### config.mk
export PLATFORM = sky130hd
export DESIGN_NAME = writeback_queue
export DESIGN_NICKNAME = d
export VERILOG_FILES = /design/src/rtl/writeback_queue.sv
export SDC_FILE = /design/constraint.sdc
export NUM_CORES = 1
export LEC_CHECK = 0
export CAP_MARGIN = 30
export CORE_AREA = 2 2 141 143
export CTS_CLUSTER_DIAMETER = 200
export DETAILED_ROUTE_END_ITERATION = 16
export DIE_AREA = 0 0 143 145
export DONT_BUFFER_PORTS = 1
export PLACE_DENSITY_LB_ADDON = 0.05
export SYNTH_ARGS = -nofsm -noshare
export SYNTH_HDL_FRONTEND = slang
export SYNTH_SLANG_ARGS = --single-unit
### constraint.sdc
create_clock -name clk -period 2.9 [get_ports clk]
set_input_delay 0.145 -clock clk [delete_from_list [all_inputs] [get_ports clk]]
set_output_delay 0.145 -clock clk [all_outputs]
set_load 0.05 [all_outputs]
### src/rtl/writeback_queue.sv
// In-order writeback queue merging ALU and load results into a single register-file write port.
// Optional forwarding lookup (q_hit/q_data) is enabled by defining WBQ_FORWARD_EN.
module writeback_queue #(
  parameter int DEPTH = 4
) (
  input  logic        clk,
  input  logic        rst,
  input  logic        alu_valid,
  input  logic [2:0]  alu_dst,
  input  logic [23:0] alu_data,
  output logic        alu_ready,
  input  logic        mem_valid,
  input  logic [2:0]  mem_dst,
  input  logic [23:0] mem_data,
  output logic        mem_ready,
  output logic        rf_we,
  output logic [2:0]  rf_waddr,
  output logic [23:0] rf_wdata,
  input  logic [2:0]  q_addr,
  output logic        q_hit,
  output logic [23:0] q_data,
  output logic [3:0]  count
);

  localparam int PW = (DEPTH > 2) ? $clog2(DEPTH) : 1;
  localparam logic [PW-1:0] LAST = PW'(DEPTH - 1);

  logic [2:0]    dst_q  [DEPTH];
  logic [23:0]   data_q [DEPTH];
  logic [PW-1:0] rd_ptr;
  logic [PW-1:0] wr_ptr;
  logic [PW-1:0] alu_wptr;
  logic          mem_push;
  logic          alu_push;
  logic          pop;
  logic [3:0]    count_next;

  function automatic logic [PW-1:0] inc(input logic [PW-1:0] p);
    return (p == LAST) ? '0 : p + PW'(1);
  endfunction

  // alu_ready leaves room for a same-cycle mem push, so both can never overflow
  assign mem_ready = (count < 4'(DEPTH));
  assign alu_ready = (count < 4'(DEPTH - 1));

  assign mem_push = mem_valid && mem_ready && (mem_dst != 3'd0);
  assign alu_push = alu_valid && alu_ready && (alu_dst != 3'd0);
  assign pop      = (count != 4'd0);
  assign alu_wptr = mem_push ? inc(wr_ptr) : wr_ptr;

  assign count_next = count + {3'b000, mem_push} + {3'b000, alu_push} - {3'b000, pop};

  always_ff @(posedge clk or posedge rst) begin
    if (rst) begin
      rd_ptr <= '0;
      wr_ptr <= '0;
      count  <= 4'd0;
    end else begin
      rd_ptr <= pop ? inc(rd_ptr) : rd_ptr;
      wr_ptr <= alu_push ? inc(alu_wptr) : alu_wptr;
      count  <= count_next;
    end
  end

  // Entry storage needs no reset; occupancy is tracked by count alone
  always_ff @(posedge clk) begin
    if (mem_push) begin
      dst_q[wr_ptr]  <= mem_dst;
      data_q[wr_ptr] <= mem_data;
    end
    if (alu_push) begin
      dst_q[alu_wptr]  <= alu_dst;
      data_q[alu_wptr] <= alu_data;
    end
  end

  assign rf_we    = pop;
  assign rf_waddr = pop ? dst_q[rd_ptr]  : 3'd0;
  assign rf_wdata = pop ? data_q[rd_ptr] : 24'd0;

`ifdef WBQ_FORWARD_EN
  // Walk entries oldest to youngest so the last match wins
  always_comb begin
    int idx;
    q_hit  = 1'b0;
    q_data = 24'd0;
    idx    = 0;
    for (int i = 0; i < DEPTH; i++) begin
      idx = int'(rd_ptr) + i;
      if (idx >= DEPTH) idx = idx - DEPTH;
      if ((i < int'(count)) && (q_addr != 3'd0) && (dst_q[idx[PW-1:0]] == q_addr)) begin
        q_hit  = 1'b1;
        q_data = data_q[idx[PW-1:0]];
      end
    end
  end
`else
  logic unused_q_addr;
  assign unused_q_addr = ^q_addr;
  assign q_hit  = 1'b0;
  assign q_data = 24'd0;
`endif

endmodule

* After elaboration in Yosys (flattened, before gate mapping)
Memory sizes are Yosys's and may differ from the RTL's. Index checks and enable logic that the tools add are counted.
Storage, ports and cells: register bits 8, bits in writable memories 108, input port bits 61, output and inout port bits 59, logic and storage cells 34, memories kept 2
Cells by class: add/sub/neg operators 6, order comparisons 2, equal/unequal tests 3, mux-type cells 11, reduce and logical (&&, ||, !) cells 7
Memories:
- data_q | depth 4, bits a word 24, read ports 1, clocked after Yosys merged registers in 0, write ports 2, line 29 | logic [23:0] data_q [DEPTH];
- dst_q | depth 4, bits a word 3, read ports 1, clocked after Yosys merged registers in 0, write ports 2, line 28 | logic [2:0] dst_q [DEPTH];
Operators with widths (count):
- 24-bit 2-to-1 mux | 1
- 2-bit 2-to-1 mux | 5
- 4-bit by 1-bit adder with 4-bit output | 2
- 2-bit by 1-bit adder with 2-bit output (second input constant) | 3
- 2-bit == test (second input constant) | 3
- 3-bit nonzero test | 2
- 1-bit logical AND | 4
- 4-bit by 2-bit less-than comparator with 1-bit output (second input constant) | 1
- 4-bit by 3-bit less-than comparator with 1-bit output (second input constant) | 1
- 1-bit 2-to-1 mux | 4
- 4-bit nonzero test | 1
- 4-bit by 1-bit subtractor with 4-bit output | 1
- 3-bit 2-to-1 mux | 1

* Longest topological paths before layout
Gate-level depths: netlist (run 1).
depth in word-level cells 7, depth in mapped cells 11, depth with buffers taken out 10

* Worst setup path before layout (run 1)
Ideal clock, no wire load.
path type reg2reg, from reg count[2], to mem data_q[3][0], enable pin, library setup time 0.384 ns, arrival 3.110 ns, data required time 2.516 ns, slack -0.594 ns, stages on the path, launching flop included 12, path buffers 1, period minus slack after synthesis 3.494 ns, cell sequence dfrtp_1 > inv_1 > ha_1 > o311a_1 > inv_1 > nor3_1 > a21oi_1 > inv_1 > ha_1 > nand2_8 > buf_12 > nand2_1
RTL lines:
- start, declared | line 22 | output logic [3:0] count
- start signal, assigned | line 61 | count <= count_next;
- end, declared | line 29

==> impl_metrics.csv, run 1 <==
group,metric,value,unit
die,core-area,19200,sq um
status,status,"complete, no violations",
min_path,hp-class,"in2async",
critical_path,crit_start,"count[2]$_DFF_PP0_",
die,die_area,20700,sq um
drt,routedWlPerCell,19.6,um
timing,slew-limit-headroom,41.8,%
timing,fin_crit,2.71,ns
cells_and_area,fin_nets,566,
place,routabilityCongestion,0.700,
critical_path,cpMaxStageDelayCell,"nand2_4",
clock_tree,cts.sinks,116,
pwr,power,8.42,mW
grt,grt_pass1_wl,23.0,mm
critical_path,cp.required,2.94,ns
critical_path,max_stage_delay,0.45,ns
clock_tree,cts_buffers,17,
pwr,ir_drop,0.558,mV
die,die_w,143,um
timing,fin_crit_sh,93.5,%
critical_path,crit_type,"reg2reg",
clock_tree,htree_levels,4,
synthesis,yosysSeqAreaShare,51.7,%
grt,grt_overflow,0,
place,io_buffer_count,0,
cells_and_area,seq_area,3450,sq um
timing,skew,0.00731,ns
synthesis,syn_area,6660,sq um
pwr,power_density,1020,nW/um^2
drt,drt-total-wl,15.1,mm
synthesis,postSynthAreaPerCell,17.2,sq um
critical_path,startpoint_type,"flop",
pwr,power.leakage,3.33,nW
cells_and_area,multi_input_comb_area,2880,sq um
clock_tree,postCtsSetupRepairBufs,0,
critical_path,r2r_end,"data_q[1][15]$_DFFE_PP_",
cells_and_area,drive_above_1_share,45.8,%
synthesis,yosys.cell_types.count,28,
place,pre_cts_ws,0.125,ns
synthesis,ys_ff_latch,116,
drt,postRouteAntennaNets,0,
grt,grt_pass1_vias,3818,
flow_run,cap_violations,0,
drt,routed_via_density,4.56,
cells_and_area,area_delta_synth_final,24.4,%
place,hpwl,9.26,mm
timing,fin_ws,0.187,ns
synthesis,synth-edff-count,108,
synthesis,synthCells,386,
clock_tree,clk_latency,0.41,ns
critical_path,cp_max_fo,27,
timing,setup_violations,0,
drt,vias,3503,
synthesis,synthArstFlopShare,6.90,%
grt,antenna_found_initial,2,
drt,drt_drc_violations_left,0,
timing,max_freq,0.369,GHz
die,die_h,145,um
cells_and_area,postLayoutCoreUtil,43.1,%
grt,grt_max_degree,31,
die,initial_core_util,34.7,%
die,pin_count,120,
critical_path,end_kind,"flop",
critical_path,cp_common_cell,"inv_1",
critical_path,crit-reg2reg-launch,"count[2]$_DFF_PP0_",
synthesis,synth_warnings,0,
clock_tree,path_clk_slew,0.06,ns
critical_path,cp.arrival,2.76,ns
synthesis,synthFlopType,"edfxtp_1",
clock_tree,cts_max_path_buffers,2,
die,placementRows,51,
critical_path,cp-endpoint,"data_q[1][15]$_DFFE_PP_",
clock_tree,cts_root_buffer,"clkbuf_16",
critical_path,r2r_slack,0.19,ns
timing,maxSlewViolCount,0,
drt,drt_iter0_drc,122,
clock_tree,cts_tree,"built",
timing,report.final.hold_viol_count,0,
drt,first_pass_iters,4,
timing,tightest_slew,0.872,ns
timing,setup-tns-final,0,ns
timing,rsz0062_at_grt,"no",
critical_path,crit_chain,"inv_1 > ha_2 > o311a_1 > inv_1 > nor3_1 > a21oi_2 > inv_1 > ha_1 > nand2_8 > nand2_4",
grt,gr-usage-all-layers,15.4,%
critical_path,ff2ff_path_depth,10,
timing,hold_ws,0.159,ns
cells_and_area,fill_cells,1759,
layout make-up:
cell class / instances / share of cell area, %
Timing Repair Buffer: 103 / 11.9
Tap cell: 265 / 4.00
Clock buffer: 17 / 5.14
Antenna cell: 2 / 0.0604
Multi-Input combinational cell: 236 / 34.7
Clock inverter: 15 / 1.86
Sequential cell: 116 / 41.6
Inverter: 15 / 0.680
power by group:
part	leakage [nW]	internal, mW	total, mW	switching (mW)
combinational	1.98	1.54	3.90	2.36
sequential	1.07	2.22	2.47	0.252
clock	0.280	1.27	2.06	0.791
total	3.33	5.03	8.42	3.40
logic make-up (layout without fill, tap and decap cells):
| group | count (synthesis) | count (layout) | synth area share (%) |
|---|---|---|---|
| AO/OA/AOI/OAI | 7 | 7 | 0.677 |
| XOR/XNOR | 2 | 2 | 0.263 |
| adder cells (fa/ha/maj) | 16 | 16 | 3.23 |
| buffers and inverters | 58 | 150 | 6.99 |
| flip-flops | 116 | 116 | 51.7 |
| multiplexers | 137 | 137 | 32.0 |
| other | 1 | 27 | 0.0563 |
| AND/OR/NAND/NOR | 49 | 49 | 5.04 |
stage by stage:
step | instance area (sq um) | instances
3_5_place_dp | 7140 | 680
6_report | 8280 | 769
4_1_cts | 8270 | 767
2_1_floorplan | 6780 | 410
3_3_place_gp | 7140 | 680
5_1_grt | 8280 | 769
critical path, delay by kind of cell (launching register included):
family | cells | cell delay, ns
AO/OA/AOI/OAI | 2 | 0.34
flip-flops | 1 | 0.39
adder cells (fa/ha/maj) | 2 | 0.45
buffers and inverters | 3 | 0.31
AND/OR/NAND/NOR | 3 | 0.85
layer usage:
metal,vias up,global-route usage [%],share of wire (%)
met5,-,0,0
met4,0,3.71,0.85
met3,7,4.75,4.4
met2,89,26.2,51
met1,1777,19.0,44
li1,1630,-,-
placed cells by master, fill, tap and decap left out, types with 2 or more instances in the layout:
cell / netlist / final
bufinv_16: 0 / 2
clkinv_2: 0 / 2
mux4_2: 27 / 27
a21o_1: 2 / 2
conb_1: 1 / 25
clkbuf_16: 0 / 17
nand2_8: 4 / 4
inv_6: 0 / 4
nand2_4: 0 / 4
dfrtp_2: 0 / 2
fa_1: 2 / 2
nor2b_1: 27 / 27
a21oi_1: 4 / 3
dfrtp_1: 8 / 6
clkinv_4: 0 / 3
buf_12: 9 / 6
nor3_1: 2 / 2
clkinv_1: 0 / 2
diode_2: 0 / 2
nor2_1: 3 / 3
mux2_2: 34 / 34
edfxtp_1: 108 / 108
mux2_4: 76 / 76
nand2_1: 8 / 4
inv_1: 15 / 14
buf_4: 26 / 42
dlygate4sd3_1: 0 / 55
ha_1: 14 / 13
xor2_1: 2 / 2
clkinvlp_4: 0 / 2
synth_stat cells (2+ instances only):
master | n | share of area [%]
mux2_4 | 76 | 17
xor2_1 | 2 | 0.26
nor2b_1 | 27 | 2.5
mux2_2 | 34 | 5.8
a21oi_1 | 4 | 0.30
nand2_8 | 4 | 1.2
ha_1 | 14 | 2.6
buf_12 | 9 | 2.7
clkbuf_1 | 3 | 0.17
mux4_2 | 27 | 9.1
a21o_1 | 2 | 0.23
edfxtp_1 | 108 | 49
inv_1 | 15 | 0.85
dfrtp_1 | 8 | 3.0
buf_1 | 2 | 0.11
buf_2 | 3 | 0.23
nor2_1 | 3 | 0.17
nand2_1 | 8 | 0.45
nor3_1 | 2 | 0.15
buf_4 | 26 | 2.9
fa_1 | 2 | 0.60
state kept, by name, summed over array words and instances (netlist names):
| name | count |
|---|---|
| data_q | 96 |
| rd_ptr | 2 |
| dst_q | 12 |
| count | 4 |
| wr_ptr | 2 |
how the worst min path moves through the flow:
stage / end / cells past startpoint / slack [ns]
finish: count[1]$_DFF_PP0_ / 2 / 0.16
global route: count[1]$_DFF_PP0_ / 2 / 0.17
CTS: count[0]$_DFF_PP0_ / 2 / 0.16
detailed placement: count[0]$_DFF_PP0_ / 1 / 0.04
global placement: count[0]$_DFF_PP0_ / 1 / 0.04
floorplan: count[0]$_DFF_PP0_ / 1 / -0.04
repair_timing:
action | CTS | global route
hold buffers | 55 | 0
gates resized for setup | 0 | 1
endpoints found under the setup margin | 0 | 36
hold endpoints to repair | 116 | 0
Power figures use the tool's default switching activity.
==> inputs of run 2 (changes only) <==
==> constraint.sdc (replaced) <==
create_clock -name clk -period 2.49 [get_ports clk]
set_input_delay 0.1245 -clock clk [delete_from_list [all_inputs] [get_ports clk]]
set_output_delay 0.1245 -clock clk [all_outputs]
set_load 0.05 [all_outputs]
==> run 2 against run 1 <==
  * Die area is the same
  * Sequential cell count unchanged
  * Register-to-register slack worse by 0.11 ns
  * First-iteration DRC count grew 31%
  * Highest routed layer unchanged
  * Clock skew up 0.0051 ns
  * Routed wire length barely moved
  * Worst hold slack lost 0.041 ns
==> impl_metrics.csv, run 2 (synthesized netlist as in run 1, its figures left out) <==
group,metric,value,unit
timing,report.final.hold_viol_count,0,
timing,setup_violations,0,
cells_and_area,regMostFlops,"data_q",
critical_path,crit_type,"reg2reg",
place,pre_cts_ws,0.0541,ns
die,pin_count,120,
grt,grt_pass1_vias,3890,
die,die_w,143,um
pwr,power.leakage,3.43,nW
cells_and_area,area_delta_synth_final,28.0,%
pwr,combinationalPowerShare,49.2,%
clock_tree,cts_max_path_buffers,2,
critical_path,cp_common_cell,"inv_1",
grt,grt_pass1_wl,22.9,mm
status,status,"complete, no violations",
critical_path,startpoint_type,"flop",
grt,antenna_found_initial,0,
critical_path,max_stage_delay,0.40,ns
drt,first_pass_iters,4,
min_path,hp-start,"alu_valid",
pwr,ir_drop,0.598,mV
critical_path,cp_max_fo,13,
grt,grt_overflow,0,
drt,drt-total-wl,15.1,mm
die,placementRows,51,
critical_path,cpMaxStageDelayCell,"dfrtp_2",
cells_and_area,final_cell_mix,"edfxtp_1 (108), mux2_4 (76), dlygate4sd3_1 (55)",
timing,setup-tns-final,0,ns
clock_tree,cts_root_buffer,"clkbuf_16",
pwr,clockPowerShare,23.0,%
timing,hold_ws,0.117,ns
die,core-area,19200,sq um
cells_and_area,largest_reg_flops,96,
cells_and_area,top_regs,"data_q (96), dst_q (12), count (4)",
pwr,intPower,5.97,mW
place,hpwl,9.52,mm
critical_path,cp.arrival,2.57,ns
critical_path,ff2ff_path_depth,10,
clock_tree,clk_latency,0.41,ns
critical_path,critical-path-top-delay-family,"buffers and inverters",
cells_and_area,drive_above_1_share,48.4,%
pwr,p_sw_share,39.9,%
pwr,sequentialPowerShare,27.8,%
critical_path,r2r_slack,0.08,ns
cells_and_area,postLayoutCoreUtil,44.4,%
grt,gr-usage-all-layers,15.1,%
pwr,power.switching,3.96,mW
critical_path,crit_chain,"inv_2 > ha_4 > o311a_4 > inv_1 > a21oi_4 > inv_1 > ha_2 > nand2_8 > buf_12 > mux2_2",
die,initial_core_util,34.7,%
critical_path,r2r_end,"data_q[1][1]$_DFFE_PP_",
drt,drt_drc_violations_left,0,
min_path,whs_endpoint,"wr_ptr[1]$_DFF_PP0_",
place,routabilityCongestion,0.658,
critical_path,end_kind,"flop",
cells_and_area,antenna_cells,0,
min_path,hp-class,"in2reg",
pwr,power_density,1170,nW/um^2
critical_path,cp.required,2.65,ns
drt,drt_iter0_drc,160,
clock_tree,cts.sinks,116,
min_path,holdPathStages,3,
drt,postRouteAntennaNets,0,
place,io_buffer_count,0,
timing,rsz0062_at_grt,"yes",
critical_path,crit-reg2reg-launch,"count[2]$_DFF_PP0_",
die,die_area,20700,sq um
timing,fin_crit_sh,96.8,%
grt,grt_max_degree,31,
drt,vias,3542,
cells_and_area,fill_cells,1732,
clock_tree,htree_levels,4,
critical_path,critPathBufInv,4,
timing,skew,0.0124,ns
die,die_h,145,um
clock_tree,cts_tree,"built",
clock_tree,cts_buffers,17,
cells_and_area,final_common_cell,"edfxtp_1",
clock_tree,path_clk_slew,0.06,ns
timing,maxSlewViolCount,0,
timing,max_freq,0.415,GHz
drt,routedWlPerCell,19.5,um
flow_run,cap_violations,0,
cells_and_area,fin_nets,575,
drt,routed_via_density,4.57,
timing,fin_crit,2.41,ns
timing,fin_ws,0.0806,ns
[run 2: cell types whose count changed in the layout (fill, tap and decap cells not counted), sizes merged]
cell      delta
buf          +7
inv          -4
clkinv       +3
diode        -2
nand2        +2
clkbuf       +1
clkinvlp     -1
[run 2: worst register-to-register path, cell delays in order, from the launching register on]
cell and delay (ns):
dfrtp_2 0.40, inv_2 0.09, ha_4 0.14, o311a_4 0.23
inv_1 0.13, a21oi_4 0.21, inv_1 0.09, ha_2 0.21
nand2_8 0.12, buf_12 0.18, mux2_2 0.36
[run 2: power by group through the flow]
stage               sequential (mW)  combinational (mW)  clock, mW
finish                         2.76                4.89       2.28
CTS                            2.76                4.92       2.32
floorplan                      2.82                3.55          0
global placement               2.79                4.79          0
detailed placement             2.80                4.81          0
global route                   2.80                5.22       2.42
[run 2: what timing repair did]
| action | CTS | global route |
|---|---|---|
| hold buffers | 55 | 0 |
| endpoints found under the hold margin | 116 | 0 |
| resized for setup | 0 | 6 |
| endpoints found under the setup margin | 0 | 104 |
| buffers inserted | 0 | 2 |
[run 2: worst max path at each step]
stage                                  start                 endpoint  slack, ns  depth (start not counted)
after floorplan           count[2]$_DFF_PP0_  data_q[3][14]$_DFFE_PP_     0.0005                         10
after global routing      count[2]$_DFF_PP0_   data_q[1][1]$_DFFE_PP_      -0.03                         10
after global placement    count[2]$_DFF_PP0_  data_q[2][15]$_DFFE_PP_       0.08                         10
after detailed placement  count[2]$_DFF_PP0_   data_q[1][0]$_DFFE_PP_       0.05                         10
after CTS                 count[2]$_DFF_PP0_  data_q[2][20]$_DFFE_PP_       0.03                         10
final                     count[2]$_DFF_PP0_   data_q[1][1]$_DFFE_PP_       0.08                         10
[run 2: per-stage QoR]
stage	total power [mW]	std cells	instance area, sq um
CTS	10.0	771	8440
global route	10.4	775	8520
global placement	7.57	685	7340
detailed placement	7.61	685	7340
floorplan	6.37	410	6860
finish	9.93	775	8520
[run 2: cell type report]
class,instances,area (sq um),area share [%]
clock buffer,18,429,5.04
clock inverter,13,118,1.38
inverter,15,63.8,0.749
multi-input combinational,238,2990,35.0
sequential,116,3450,40.5
tap,265,332,3.89
timing repair buffer,110,1140,13.4
[run 2: metal layers]
layer | up-vias | track usage (%) | share of wire [%]
met2 | 87 | 26.5 | 52
met3 | 9 | 4.22 | 3.9
li1 | 1652 | - | -
met1 | 1794 | 18.2 | 43
met4 | 0 | 3.71 | 0.72
met5 | - | 0 | 0
